`src/rtl/mm_rd_if.sv`:
```
// Shared-read-port bundle between the ping/pong engines, the
// arbiter and the A/B operand memories.
interface mm_rd_if #(
  parameter int AW = 8,
  parameter int DW = 16
);
  logic          req0;
  logic          lock0;
  logic [AW-1:0] addra0;
  logic [AW-1:0] addrb0;
  logic          gnt0;
  logic          rvalid0;
  logic          req1;
  logic          lock1;
  logic [AW-1:0] addra1;
  logic [AW-1:0] addrb1;
  logic          gnt1;
  logic          rvalid1;
  logic          mem_en;
  logic [AW-1:0] mem_addra;
  logic [AW-1:0] mem_addrb;
  logic [DW-1:0] dina;
  logic [DW-1:0] dinb;
  logic [DW-1:0] douta;
  logic [DW-1:0] doutb;
  logic          busy;

  modport slave (
    input  req0, lock0, addra0, addrb0,
    input  req1, lock1, addra1, addrb1,
    input  dina, dinb,
    output gnt0, rvalid0, gnt1, rvalid1,
    output mem_en, mem_addra, mem_addrb,
    output douta, doutb, busy
  );

  modport master (
    output req0, lock0, addra0, addrb0,
    output req1, lock1, addra1, addrb1,
    output dina, dinb,
    input  gnt0, rvalid0, gnt1, rvalid1,
    input  mem_en, mem_addra, mem_addrb,
    input  douta, doutb, busy
  );
endinterface

```
`src/rtl/mm_rd_arbiter.sv`:
```
// Two-requester read arbiter for the A/B operand memories:
// round robin with capped burst lock and a tagged return path.
module mm_rd_arbiter #(
  parameter int AW       = 8,
  parameter int DW       = 16,
  parameter int RD_LAT   = 1,
  parameter int LOCK_MAX = 16
) (
  input  logic     clk,
  input  logic     rst,
  mm_rd_if.slave   bus
);

  localparam int CW = $clog2(LOCK_MAX + 1);

  localparam logic [1:0] OWN_NONE = 2'b00;
  localparam logic [1:0] OWN_0    = 2'b01;
  localparam logic [1:0] OWN_1    = 2'b10;

  logic [1:0]        own_q, own_d;
  logic              last_q, last_d;
  logic [CW-1:0]     cnt_q, cnt_d;
  logic              en_q;
  logic              tag_q;
  logic [AW-1:0]     ma_q, mb_q;
  logic [RD_LAT-1:0] pv_q, pid_q;

  logic              both;
  logic              own_lock;
  logic              keep;
  logic              g0, g1;
  logic              any_g;
  logic              same;
  logic              oth_req;
  logic [DW-1:0]     da_w, db_w;

  assign both = bus.req0 & bus.req1;

  always_comb begin
    own_lock = 1'b0;
    unique case (1'b1)
      own_q == OWN_0: own_lock = bus.lock0;
      own_q == OWN_1: own_lock = bus.lock1;
      default:        own_lock = 1'b0;
    endcase
  end

  // Lock only holds while the cap has room; at the cap the
  // round-robin leg hands the beat to the other side.
  assign keep = both & own_lock & (cnt_q < CW'(LOCK_MAX));

  assign g0 = ~rst & bus.req0
            & (~bus.req1 | (keep ? (own_q == OWN_0) : last_q));
  assign g1 = ~rst & bus.req1
            & (~bus.req0 | (keep ? (own_q == OWN_1) : ~last_q));

  assign any_g   = g0 | g1;
  assign same    = g1 ? (own_q == OWN_1) : (own_q == OWN_0);
  assign oth_req = g1 ? bus.req0 : bus.req1;

  always_comb begin
    own_d  = own_q;
    last_d = last_q;
    cnt_d  = '0;
    if (any_g) begin
      own_d  = g1 ? OWN_1 : OWN_0;
      last_d = g1;
      if (same & oth_req)
        cnt_d = cnt_q + CW'(1);
    end
  end

  always_ff @(posedge clk or posedge rst) begin
    if (rst) begin
      own_q  <= OWN_NONE;
      last_q <= 1'b1;
      cnt_q  <= '0;
      en_q   <= 1'b0;
      tag_q  <= 1'b0;
      ma_q   <= '0;
      mb_q   <= '0;
    end else begin
      own_q  <= own_d;
      last_q <= last_d;
      cnt_q  <= cnt_d;
      en_q   <= any_g;
      if (any_g) begin
        tag_q <= g1;
        ma_q  <= g1 ? bus.addra1 : bus.addra0;
        mb_q  <= g1 ? bus.addrb1 : bus.addrb0;
      end
    end
  end

  // Tag pipeline tracks the memory latency after mem_en.
  always_ff @(posedge clk or posedge rst) begin
    if (rst) begin
      pv_q  <= '0;
      pid_q <= '0;
    end else begin
      pv_q[0]  <= en_q;
      pid_q[0] <= tag_q;
      for (int i = 1; i < RD_LAT; i++) begin
        pv_q[i]  <= pv_q[i-1];
        pid_q[i] <= pid_q[i-1];
      end
    end
  end

  assign da_w = bus.dina;
  assign db_w = bus.dinb;

  assign bus.gnt0      = g0;
  assign bus.gnt1      = g1;
  assign bus.mem_en    = en_q;
  assign bus.mem_addra = ma_q;
  assign bus.mem_addrb = mb_q;
  assign bus.rvalid0   = pv_q[RD_LAT-1] & ~pid_q[RD_LAT-1];
  assign bus.rvalid1   = pv_q[RD_LAT-1] &  pid_q[RD_LAT-1];
  assign bus.douta     = da_w;
  assign bus.doutb     = db_w;
  assign bus.busy      = en_q | (|pv_q);

endmodule

```
`src/flat_wrapper.sv`:
```
// flat-port wrapper written by rule: the top's interface ports become plain ports
module mm_rd_arbiter_flat 
#(
  parameter int AW       = 8,
  parameter int DW       = 16,
  parameter int RD_LAT   = 1,
  parameter int LOCK_MAX = 16
)
  (clk, rst, bus_req0, bus_lock0, bus_addra0, bus_addrb0, bus_req1, bus_lock1, bus_addra1, bus_addrb1, bus_dina, bus_dinb, bus_gnt0, bus_rvalid0, bus_gnt1, bus_rvalid1, bus_mem_en, bus_mem_addra, bus_mem_addrb, bus_douta, bus_doutb, bus_busy);
  mm_rd_if #(.AW(AW), .DW(DW)) bus_i ();
  input  logic clk;
  input  logic rst;
  input wire logic [$bits(bus_i.req0)-1:0] bus_req0;
  input wire logic [$bits(bus_i.lock0)-1:0] bus_lock0;
  input wire logic [$bits(bus_i.addra0)-1:0] bus_addra0;
  input wire logic [$bits(bus_i.addrb0)-1:0] bus_addrb0;
  input wire logic [$bits(bus_i.req1)-1:0] bus_req1;
  input wire logic [$bits(bus_i.lock1)-1:0] bus_lock1;
  input wire logic [$bits(bus_i.addra1)-1:0] bus_addra1;
  input wire logic [$bits(bus_i.addrb1)-1:0] bus_addrb1;
  input wire logic [$bits(bus_i.dina)-1:0] bus_dina;
  input wire logic [$bits(bus_i.dinb)-1:0] bus_dinb;
  output wire logic [$bits(bus_i.gnt0)-1:0] bus_gnt0;
  output wire logic [$bits(bus_i.rvalid0)-1:0] bus_rvalid0;
  output wire logic [$bits(bus_i.gnt1)-1:0] bus_gnt1;
  output wire logic [$bits(bus_i.rvalid1)-1:0] bus_rvalid1;
  output wire logic [$bits(bus_i.mem_en)-1:0] bus_mem_en;
  output wire logic [$bits(bus_i.mem_addra)-1:0] bus_mem_addra;
  output wire logic [$bits(bus_i.mem_addrb)-1:0] bus_mem_addrb;
  output wire logic [$bits(bus_i.douta)-1:0] bus_douta;
  output wire logic [$bits(bus_i.doutb)-1:0] bus_doutb;
  output wire logic [$bits(bus_i.busy)-1:0] bus_busy;
  assign bus_i.req0 = bus_req0;
  assign bus_i.lock0 = bus_lock0;
  assign bus_i.addra0 = bus_addra0;
  assign bus_i.addrb0 = bus_addrb0;
  assign bus_i.req1 = bus_req1;
  assign bus_i.lock1 = bus_lock1;
  assign bus_i.addra1 = bus_addra1;
  assign bus_i.addrb1 = bus_addrb1;
  assign bus_i.dina = bus_dina;
  assign bus_i.dinb = bus_dinb;
  assign bus_gnt0 = bus_i.gnt0;
  assign bus_rvalid0 = bus_i.rvalid0;
  assign bus_gnt1 = bus_i.gnt1;
  assign bus_rvalid1 = bus_i.rvalid1;
  assign bus_mem_en = bus_i.mem_en;
  assign bus_mem_addra = bus_i.mem_addra;
  assign bus_mem_addrb = bus_i.mem_addrb;
  assign bus_douta = bus_i.douta;
  assign bus_doutb = bus_i.doutb;
  assign bus_busy = bus_i.busy;
  mm_rd_arbiter #(.AW(AW), .DW(DW), .RD_LAT(RD_LAT), .LOCK_MAX(LOCK_MAX)) u_core (.clk(clk), .rst(rst), .bus(bus_i));
endmodule
```
`config.mk`:
```
export PLATFORM = sky130hd
export DESIGN_NAME = mm_rd_arbiter_flat
export DESIGN_NICKNAME = d
export VERILOG_FILES = /design/src/rtl/mm_rd_if.sv /design/src/rtl/mm_rd_arbiter.sv /design/src/flat_wrapper.sv
export SDC_FILE = /design/constraint.sdc
export NUM_CORES = 1
export LEC_CHECK = 0
export CORE_UTILIZATION = 34
export CTS_CLUSTER_SIZE = 10
export DETAILED_ROUTE_END_ITERATION = 10
export PLACE_DENSITY = 0.82
export SKIP_LAST_GASP = 1
export SLEW_MARGIN = 30
export SYNTH_ARGS = -nofsm -noshare
export SYNTH_HDL_FRONTEND = slang
export SYNTH_SLANG_ARGS = --single-unit
export TNS_END_PERCENT = 1
```
`constraint.sdc`:
```
create_clock -name clk -period 3.4 [get_ports clk]
set_clock_uncertainty 0.1 [all_clocks]
set_input_delay 0.68 -clock clk [delete_from_list [all_inputs] [get_ports clk]]
set_output_delay 0.68 -clock clk [all_outputs]
set_load 0.03 [all_outputs]
```
==> results.sh <==
export IMPL_start_kind="input port"
export IMPL_wire_per_inst_um=14.8
export IMPL_core_region_area_um2=4500
export IMPL_tightest_slew_ns=0.523
export IMPL_via_per_inst=4.79
export IMPL_synth_top_cell_area_share_pct=39.5
export IMPL_cts_buffer_depth=2
export IMPL_dieArea_um2=5120
export IMPL_synth_edf_count=0
export IMPL_ys_top_cells_by_count="buf_4, dfrtp_1, mux2_2, mux2_4, inv_1"
export IMPL_cts_tree="yes"
export IMPL_rsz0062_at_grt="false"
export IMPL_start_util_pct=36.5
export IMPL_synthAdderAreaFrac_pct=2.28
export IMPL_finalNetCount=243
export IMPL_cts_resized=0
export IMPL_yosysSeqAreaShare_pct=41.1
export IMPL_placed_area_um2=2050
export IMPL_synth_distinct_cells=29
export IMPL_fp_row_count=24
export IMPL_synth_avg_cell_area_um2=11.8
export IMPL_min_path_type="register to register"
export IMPL_relSlewSlack_pct=65.1
export IMPL_vdd_ir_drop_max_mv=0.361
export IMPL_cp_end_kind="primary output"
export IMPL_antenna_found_initial=0
export IMPL_power_density_nw_per_um2=522
export IMPL_synthSimpleGateAreaFrac_pct=4.87
export IMPL_postCtsHoldBufs=0
export IMPL_dp_hpwl_um=2410
export IMPL_grt_pass1_vias=1173
export IMPL_drc=0
export IMPL_drive_gt1_share_pct=25.4
export IMPL_syn_inst=139
export IMPL_synth_compound_area_share_pct=5.25
export IMPL_grt_max_degree=28
export IMPL_cts_setup_buffers=0
export IMPL_grt_ovfl_total=0
export IMPL_fillers=409
export IMPL_synth_nets=212
export IMPL_pre_cts_ws_ns=0.271
export IMPL_crit_type="input port to primary output"
export IMPL_fin_ws_ns=0.271
export IMPL_setup_tns_ns=0
export IMPL_drv_cap=0
export IMPL_clkTransAtPathRegs_ns=0.09
export IMPL_critical_path_arrival_ns=2.35
export IMPL_grtUsageTotal_pct=13.9
export IMPL_clock_sinks=27
export IMPL_first_pass_iters=4
export IMPL_port_buffers=59
export IMPL_slew_violations=0
export IMPL_wirelength_um=3270
export IMPL_period_needed_ns=3.13
export IMPL_ys_top_cells_by_area="dfrtp_1, buf_4, mux2_4, mux2_2, ha_1"
export IMPL_worstHoldStart="u_core.bus.mem_en"
export IMPL_muxShareOfSynthArea_pct=25.7
export IMPL_status="finished, final reports clean"
export IMPL_cp_required_ns=2.62
export IMPL_antennaDiodeCount=0
export IMPL_cts_buffers=3
export IMPL_leakage_nw=0.944
export IMPL_synth_warnings=0
export IMPL_io_pin_count=124
export IMPL_hold_viol=0
export IMPL_reg2reg_from="u_core.tag_q"
export IMPL_period_share_pct=92.0
export IMPL_routed_via_count=1058
export IMPL_synth_most_common_cell="buf_4"
export IMPL_clk_latency_ns=0.27
export IMPL_clockRootBuffer="clkbuf_8"
export IMPL_die_x_um=71.6
export IMPL_grt_pass1_wl_um=5420
export IMPL_syn_to_final_growth_pct=27.4
export IMPL_cp_startpoint="bus_req1"
export IMPL_drt_iter0_markers=47
export IMPL_setup_viol=0
export IMPL_max_freq_mhz=320
export IMPL_crit_path_max_fanout=6
export IMPL_synth_top_family_by_area="multiplexers"
export IMPL_gp_congestion=0.751
export IMPL_ys_seq_elements=27
export IMPL_synthFlopType="dfrtp_1"
export IMPL_total_power_mw=1.09
export IMPL_synthArstFlopShare_pct=100
export IMPL_yosysTopAreaCell="dfrtp_1"
export IMPL_synth_area_um2=1650
export IMPL_final_cell_area_um2=2100
export IMPL_htreeDepth=1
export IMPL_dieHeight_um=71.6
export IMPL_synth_xor_area_share_pct=1.60
export IMPL_detail_route_antenna_nets=0
==> sequential cells by signal, indices dropped and copies added (netlist names) <==
| register | count |
|---|---|
| u_core.bus.mem_en | 1 |
| u_core.bus.mem_addra | 8 |
| u_core.cnt_q | 5 |
| u_core.pid_q | 1 |
| u_core.last_q | 1 |
| u_core.tag_q | 1 |
| u_core.own_q | 1 |
| u_core.bus.mem_addrb | 8 |
| u_core.pv_q | 1 |
==> layer usage <==
metal  global-route usage (%)  vias up  routed length, um
li1                         -      493                  -
met1                     14.9      500               1280
met2                     26.1       61               1650
met3                     5.49        4                317
met4                     2.61        0                 20
met5                        0        -                  0
==> critical path: stages <==
cell and delay (ns):
clkdlybuf4s50_1 0.56, or4b_1 0.44, o211ai_1 0.21, a31o_1 0.19, inv_1 0.09, buf_4 0.17
==> final cells by class <==
cell class              instances  area (um2)  area share, %
multi-input cells              67         653           31.2
well taps                      52        65.1           3.10
clock inverters                 1        5.00          0.239
flip-flops and latches         27         677           32.3
clock buffers                   3        41.3           1.97
inverters                       9        33.8           1.61
repair buffers                 62         621           29.6
==> cells in the final DEF (no fill, tap or decap), types with 2 or more instances in the layout <==
cell type	count
o21ai_0	2
nand2_1	5
xor2_1	2
clkbuf_8	3
clkdlybuf4s50_1	57
nand3_1	2
mux2_4	14
ha_1	3
a311oi_1	2
buf_4	4
dfrtp_1	26
mux2_2	18
nor2_1	6
inv_1	9
==> logic make-up (layout without fill, tap and decap cells) <==
kind of cell	count (synthesis)	after routing
adders and majority gates	3	3
DFF	27	27
muxes	33	33
buffers and inverters	45	75
and+or+nand+nor	17	17
xor gates and xnor gates	3	3
AOI/OAI and AO/OA	11	11
==> metrics by stage <==
| stage | std cells | hold slack [ns] | utilization, % |
|---|---|---|---|
| 2_1_floorplan | 139 | 0.280 | - |
| 3_3_place_gp | 217 | 0.284 | 45.5 |
| 4_1_cts | 221 | 0.313 | 46.5 |
| 6_report | 221 | 0.310 | 46.5 |
| 5_1_grt | 221 | 0.324 | 46.5 |
| 3_5_place_dp | 217 | 0.291 | 45.5 |
==> where the power goes <==
part	internal (mW)	leakage (nW)	switching, mW
Combinational	0.264	0.592	0.228
Sequential	0.387	0.327	0.0351
Clock	0.0820	0.0255	0.0981
Total	0.733	0.944	0.361
==> path summary, 6_finish.rpt <==
path	cells after the start	end	slack, ns
max	6	bus_gnt0	0.27
min in group asynchronous	3	u_core.bus.mem_en	0.76
min	0	u_core.pv_q	0.31
max in group asynchronous	3	u_core.last_q	2.13
min reg2reg	0	u_core.pv_q	0.31
max reg2reg	8	u_core.bus.mem_addra[7]	0.72
No activity file was read; power rests on OpenSTA's default activity.
